==> config.mk <==
export PLATFORM = sky130hd
export DESIGN_NAME = name_sprite_renderer
export DESIGN_NICKNAME = d
export VERILOG_FILES = /design/src/rtl/name_sprite_renderer.sv
export SDC_FILE = /design/constraint.sdc
export NUM_CORES = 1
export LEC_CHECK = 0
export BUFFER_PORTS_ARGS = -buffer_cell sky130_fd_sc_hd__buf_2
export CAP_MARGIN = 30
export CORE_AREA = 4 4 89 91
export DETAILED_ROUTE_END_ITERATION = 8
export DIE_AREA = 0 0 93 95
export GPL_TIMING_DRIVEN = 1
export HOLD_SLACK_MARGIN = 0.08
export PLACE_DENSITY = 0.64
export SETUP_SLACK_MARGIN = 0.05
export SLEW_MARGIN = 25
export SYNTH_ARGS = -nofsm -noshare
export SYNTH_HDL_FRONTEND = slang
export SYNTH_SLANG_ARGS = --single-unit
==> constraint.sdc <==
create_clock -name i_clk2 -period 5.3 [get_ports i_clk2]
set_input_delay 0.795 -clock i_clk2 [delete_from_list [all_inputs] [get_ports i_clk2]]
set_output_delay 0.795 -clock i_clk2 [all_outputs]
set_load 0.03 [all_outputs]
==> src/rtl/name_sprite_renderer.sv <==
// Name-banner sprite renderer: beam -> ROM address, 3-cycle pixel pipeline, typewriter reveal FSM.
// Optional NAME_BLINK_EN: blink the fully revealed banner 16 frames on / 16 frames off in HOLD.
module name_sprite_renderer #(
  parameter int          SPR_W           = 356,
  parameter int          SPR_H           = 12,
  parameter int          POS_X           = 142,
  parameter int          POS_Y           = 100,
  parameter int          REVEAL_STEP     = 4,
  parameter int          FRAMES_PER_STEP = 2,
  parameter logic [7:0]  TRANSPARENT     = 8'h00
) (
  input  logic        i_clk2,
  input  logic        i_rst_n,
  input  logic [9:0]  i_x,
  input  logic [9:0]  i_y,
  input  logic        i_active,
  input  logic        i_frame_tick,
  input  logic        i_start,
  input  logic        i_clear,
  output logic [12:0] o_rom_addr,
  input  logic [7:0]  i_rom_data,
  output logic [7:0]  o_pixel,
  output logic        o_pixel_valid,
  output logic        o_done
);

  localparam int CW    = $clog2(SPR_W + 1);
  localparam int CW1   = CW + 1;
  localparam int RW    = (SPR_H > 1) ? $clog2(SPR_H) : 1;
  localparam int FC_W  = (FRAMES_PER_STEP > 1) ? $clog2(FRAMES_PER_STEP) : 1;

  localparam logic [9:0]      X_LO      = 10'(POS_X);
  localparam logic [9:0]      X_HI      = 10'(POS_X + SPR_W);
  localparam logic [9:0]      Y_LO      = 10'(POS_Y);
  localparam logic [9:0]      Y_HI      = 10'(POS_Y + SPR_H);
  localparam logic [CW-1:0]   COLS_FULL = CW'(SPR_W);
  localparam logic [CW:0]     STEP      = CW1'(REVEAL_STEP);
  localparam logic [CW:0]     FULL_EXT  = CW1'(SPR_W);
  localparam logic [FC_W-1:0] FC_LAST   = FC_W'(FRAMES_PER_STEP - 1);

  typedef enum logic [1:0] {S_IDLE, S_REVEAL, S_HOLD} state_e;

  state_e          state_q, state_d;
  logic [CW-1:0]   reveal_cols_q, reveal_cols_d;
  logic [FC_W-1:0] frame_cnt_q, frame_cnt_d;
  logic [12:0]     rom_addr_q, rom_addr_d;
  logic            shown_d1_q, shown_d1_d;
  logic            shown_d2_q, shown_d2_d;
  logic [7:0]      pixel_q, pixel_d;
  logic            pixel_valid_q, pixel_valid_d;

  logic            in_box, shown, blink_on;
  logic [CW-1:0]   col;
  logic [RW-1:0]   row;
  logic [12:0]     addr;
  logic [CW:0]     step_sum;

`ifdef NAME_BLINK_EN
  logic [4:0] blink_q, blink_d;

  always_comb begin
    blink_d = blink_q;
    if (state_d == S_HOLD && state_q != S_HOLD) begin
      blink_d = '0;
    end else if (state_q == S_HOLD && state_d == S_HOLD && i_frame_tick) begin
      blink_d = blink_q + 5'd1;
    end
    blink_on = (state_q != S_HOLD) || !blink_q[4];
  end

  always_ff @(posedge i_clk2 or negedge i_rst_n) begin
    if (!i_rst_n) blink_q <= '0;
    else          blink_q <= blink_d;
  end
`else
  assign blink_on = 1'b1;
`endif

  // Stage 0: beam position relative to the sprite box.
  always_comb begin
    in_box = i_active && (i_x >= X_LO) && (i_x < X_HI) && (i_y >= Y_LO) && (i_y < Y_HI);
    col    = CW'(i_x - X_LO);
    row    = RW'(i_y - Y_LO);
    addr   = 13'(row) * 13'(SPR_W) + 13'(col);
    shown  = in_box && (col < reveal_cols_q) && blink_on;
  end

  // NOTE: every signal written in an always_comb gets a default first, so no path leaves it unassigned and no latch is inferred.
  always_comb begin
    state_d       = state_q;
    reveal_cols_d = reveal_cols_q;
    frame_cnt_d   = frame_cnt_q;
    step_sum      = {1'b0, reveal_cols_q} + STEP;
    if (i_clear) begin
      state_d       = S_IDLE;
      reveal_cols_d = '0;
      frame_cnt_d   = '0;
    end else if (i_start) begin
      state_d       = S_REVEAL;
      reveal_cols_d = '0;
      frame_cnt_d   = '0;
    end else begin
      case (state_q)
        S_IDLE: begin
          reveal_cols_d = '0;
          frame_cnt_d   = '0;
        end
        S_REVEAL: begin
          if (i_frame_tick) begin
            if (frame_cnt_q == FC_LAST) begin
              frame_cnt_d = '0;
              // Final step overshoots when SPR_W is not a multiple of REVEAL_STEP.
              if (step_sum >= FULL_EXT) begin
                reveal_cols_d = COLS_FULL;
                state_d       = S_HOLD;
              end else begin
                reveal_cols_d = step_sum[CW-1:0];
              end
            end else begin
              frame_cnt_d = frame_cnt_q + 1'b1;
            end
          end
        end
        S_HOLD: begin
          reveal_cols_d = COLS_FULL;
          frame_cnt_d   = '0;
        end
        default: begin
          state_d       = S_IDLE;
          reveal_cols_d = '0;
          frame_cnt_d   = '0;
        end
      endcase
    end
  end

  // Pipeline stages 1..3; the ROM supplies the stage-2 register itself.
  always_comb begin
    rom_addr_d    = in_box ? addr : 13'd0;
    shown_d1_d    = shown;
    shown_d2_d    = shown_d1_q;
    pixel_valid_d = shown_d2_q && (i_rom_data != TRANSPARENT);
    pixel_d       = pixel_valid_d ? i_rom_data : 8'h00;
  end

  // NOTE: state registers use non-blocking assignments so every flop samples pre-edge values regardless of statement order.
  always_ff @(posedge i_clk2 or negedge i_rst_n) begin
    if (!i_rst_n) begin
      state_q       <= S_IDLE;
      reveal_cols_q <= '0;
      frame_cnt_q   <= '0;
      rom_addr_q    <= '0;
      shown_d1_q    <= 1'b0;
      shown_d2_q    <= 1'b0;
      pixel_q       <= '0;
      pixel_valid_q <= 1'b0;
    end else begin
      state_q       <= state_d;
      reveal_cols_q <= reveal_cols_d;
      frame_cnt_q   <= frame_cnt_d;
      rom_addr_q    <= rom_addr_d;
      shown_d1_q    <= shown_d1_d;
      shown_d2_q    <= shown_d2_d;
      pixel_q       <= pixel_d;
      pixel_valid_q <= pixel_valid_d;
    end
  end

  assign o_rom_addr    = rom_addr_q;
  assign o_pixel       = pixel_q;
  assign o_pixel_valid = pixel_valid_q;
  assign o_done        = (state_q == S_HOLD);

endmodule

==> metrics.yaml <==
floorplan:
  core_um2: 7140
  io_pins: 57
  die_h_um: 95
  start_util_pct: 34.1
  dieWidth_um: 93
  dieArea_um2: 8840
  row_count: 31
min_path:
  whs_path_depth: 0
  hold_path.class: "flop to flop"
  holdPathEnd: "shown_d2_q"
  hold_start: "shown_d1_q"
timing:
  fin_skew_ps: 5.68
  setup_tns_ps: 0
  layout_worst_path_cycle_share_pct: 66.6
  setup_viol: 0
  tightest_slew_ps: 739
  fmax_mhz: 283
  relSlewSlack_pct: 50.8
  fin_crit_ps: 3530
  rsz0062_at_grt: "false"
  drv_slew: 0
  hold_viol_final: 0
cts:
  cts-resized-gates: 0
  root_buffer: "clkbuf_8"
  cts_made_buffers: 5
  clk_latency_ps: 280
  cts_max_level: 2
  clock_path_buffers: 2
  clkTransAtPathRegs_ps: 70
  cts_tree: "yes"
  cts.sinks: 34
  cts_setup_buffers: 0
  cts_hold_buf: 0
pwr:
  clock_power_share_pct: 29.6
  power_switching_share_pct: 30.4
  p_int_w: 0.000457
  p_seq_share_pct: 39.8
  p_leak_nw: 1.45
  p_switching_w: 0.000199
  max-vdd-ir-drop_mv: 0.0935
  p_comb_share_pct: 30.7
  powerDensity_nw_per_um2: 225
layout:
  multi_input_area_um2: 1470
  nFillCells: 766
  seqCellArea_um2: 851
  num-nets-final: 387
  final_cell_mix: "56 x buf_2, 34 x dfrtp_1, 33 x ha_1, 27 x inv_1, 19 x nor2_1"
  diodes: 0
  layout.cells.non_filler: 417
  area_growth_pct: 20.0
  layout_commonest_cell: "buf_2"
  drive_above_1_share_pct: 22.0
setup_path:
  slowest_stage: "fa_1"
  r2r_cells: 8
  cp.required_ps: 5440
  critical_path.top_delay_family: "adder cells"
  reg2reg_slack_ps: 3190
  worstPathArrival_ps: 3670
  rr_startpoint: "state_q[1]"
  rr_endpoint: "reveal_cols_q[6]"
  crit_buf_inv: 5
  startpoint: "i_y[2]"
  cp-end-kind: "flop"
  crit_chain: "buf_2 > inv_1 > ha_1 > inv_1 > ha_1 > ha_1 > inv_1 > fa_1 > inv_1 > ha_1 > or4_1 > o22ai_1 > nor3_1 > xnor2_1 > nor2b_1"
  max_stage_delay_ps: 520
  cp_max_fo: 5
  startpoint_type: "primary input"
  criticalPathCategory: "primary input to flop"
global_route:
  grt_max_degree: 35
  grt_remaining_overflow: 0
  grt_pass1_wl_um: 8690
  grt_pass1_vias: 1962
  grt_usage_pct: 12.0
  antenna_found_initial: 0
placement:
  dp_hpwl_um: 4080
  place_inst: 409
  place.gp.congestion: 0.825
  io_buffers: 56
synth:
  synth_nets: 326
  ys_async_sr_fraction_pct: 100
  ys_seq_elements: 34
  synthFlopType: "dfrtp_1"
  synthCells: 256
  synthesis.area_um2: 2430
  synth_edf_count: 0
  synth_cell_types: 46
  syn_area_per_cell_um2: 9.50
  yosysSeqAreaShare_pct: 35.0
  ys_warn_count: 0
flow_run:
  timing.max_cap.violations: 0
route:
  drt-initial-drc-count: 40
  drt-pass1-iter-count: 4
  wl_per_cell_um: 11.9
  postRouteWirelength_um: 4980
  vias_per_cell: 4.69
  drc: 0
  ant_nets: 0
  vias: 1957
status:
  status: "finished, final reports clean"
==> cells in the mapped netlist (8+ instances only) <==
cell     instances  area, um2
nand3_1          8       40.0
xnor2_1         11       96.3
nor2_1          19       71.3
ha_1            33        413
nor3_1          10       50.1
o21ai_0         10       50.1
inv_1           27        101
xor2_1           8       70.1
and2_1           8       50.1
a21oi_1         16       80.1
nand2_1         15       56.3
dfrtp_1         34        851
==> state kept, by name (all words and copies together) (netlist names) <==
name,flops
o_rom_addr,13
reveal_cols_q,7
shown_d2_q,1
state_q,2
o_pixel,8
shown_d1_q,1
o_pixel_valid,1
frame_cnt_q,1
==> power by group through the flow <==
stage | Clock (W) | Combinational (W) | Sequential (W)
final | 0.000194 | 0.000201 | 0.000261
after global routing | 0.000216 | 0.000230 | 0.000261
after CTS | 0.000204 | 0.000203 | 0.000261
after detailed placement | 0 | 0.000201 | 0.000266
after global placement | 0 | 0.000198 | 0.000266
after floorplan | 0 | 0.000149 | 0.000266
==> metrics by stage <==
stage | area, um2 | power (W) | setup slack [ps] | hold slack (ps) | util [%]
floorplan | 2430 | 0.000416 | 1850 | 331 | -
global placement | 2830 | 0.000464 | 1570 | 342 | 39.6
detailed placement | 2830 | 0.000467 | 1460 | 353 | 39.6
CTS | 2920 | 0.000668 | 1770 | 378 | 40.9
global route | 2920 | 0.000707 | 1540 | 396 | 40.9
finish | 2920 | 0.000656 | 1770 | 369 | 40.9
==> kinds of logic after synthesis <==
kind of cell,Yosys count,synth area share (%)
AND/OR/NAND/NOR,83,17.5
AO/OA/AOI/OAI,54,16.2
adder cells (fa/ha/maj),36,19.4
flip-flops,34,35.0
buffers and inverters,29,4.58
XOR/XNOR,19,6.84
multiplexers,1,0.412
==> routing by layer <==
layer | wire, um | global-route usage (%)
met4 | 42 | 3.30
met5 | 0 | 0
met1 | 2360 | 15.5
met2 | 2330 | 20.5
met3 | 249 | 2.23
==> worst reg2reg max path, delay by kind of cell (launching register included) <==
kind            cells  cell delay (ps)
buf+inv             1               70
simple gates        2              660
compound gates      4              640
fa+ha+maj           1              280
flops               1              410
==> area by class of cell <==
| cell class | count | area share, % |
|---|---|---|
| clock buffer | 7 | 2.96 |
| inverter | 27 | 3.47 |
| timing repair buffer | 56 | 9.61 |
| sequential | 34 | 29.2 |
| tap | 99 | 4.25 |
| clock inverter | 1 | 0.172 |
| multi-input combinational | 193 | 50.4 |
==> worst max path at each step <==
stage | to | slack [ps] | cells after the start
final | o_rom_addr[11] | 1770 | 15
after global routing | o_rom_addr[11] | 1540 | 15
after CTS | o_rom_addr[11] | 1770 | 15
after detailed placement | o_rom_addr[11] | 1460 | 15
after global placement | o_rom_addr[11] | 1570 | 15
after floorplan | o_rom_addr[11] | 1850 | 14
(Power assumes the default switching activity.)
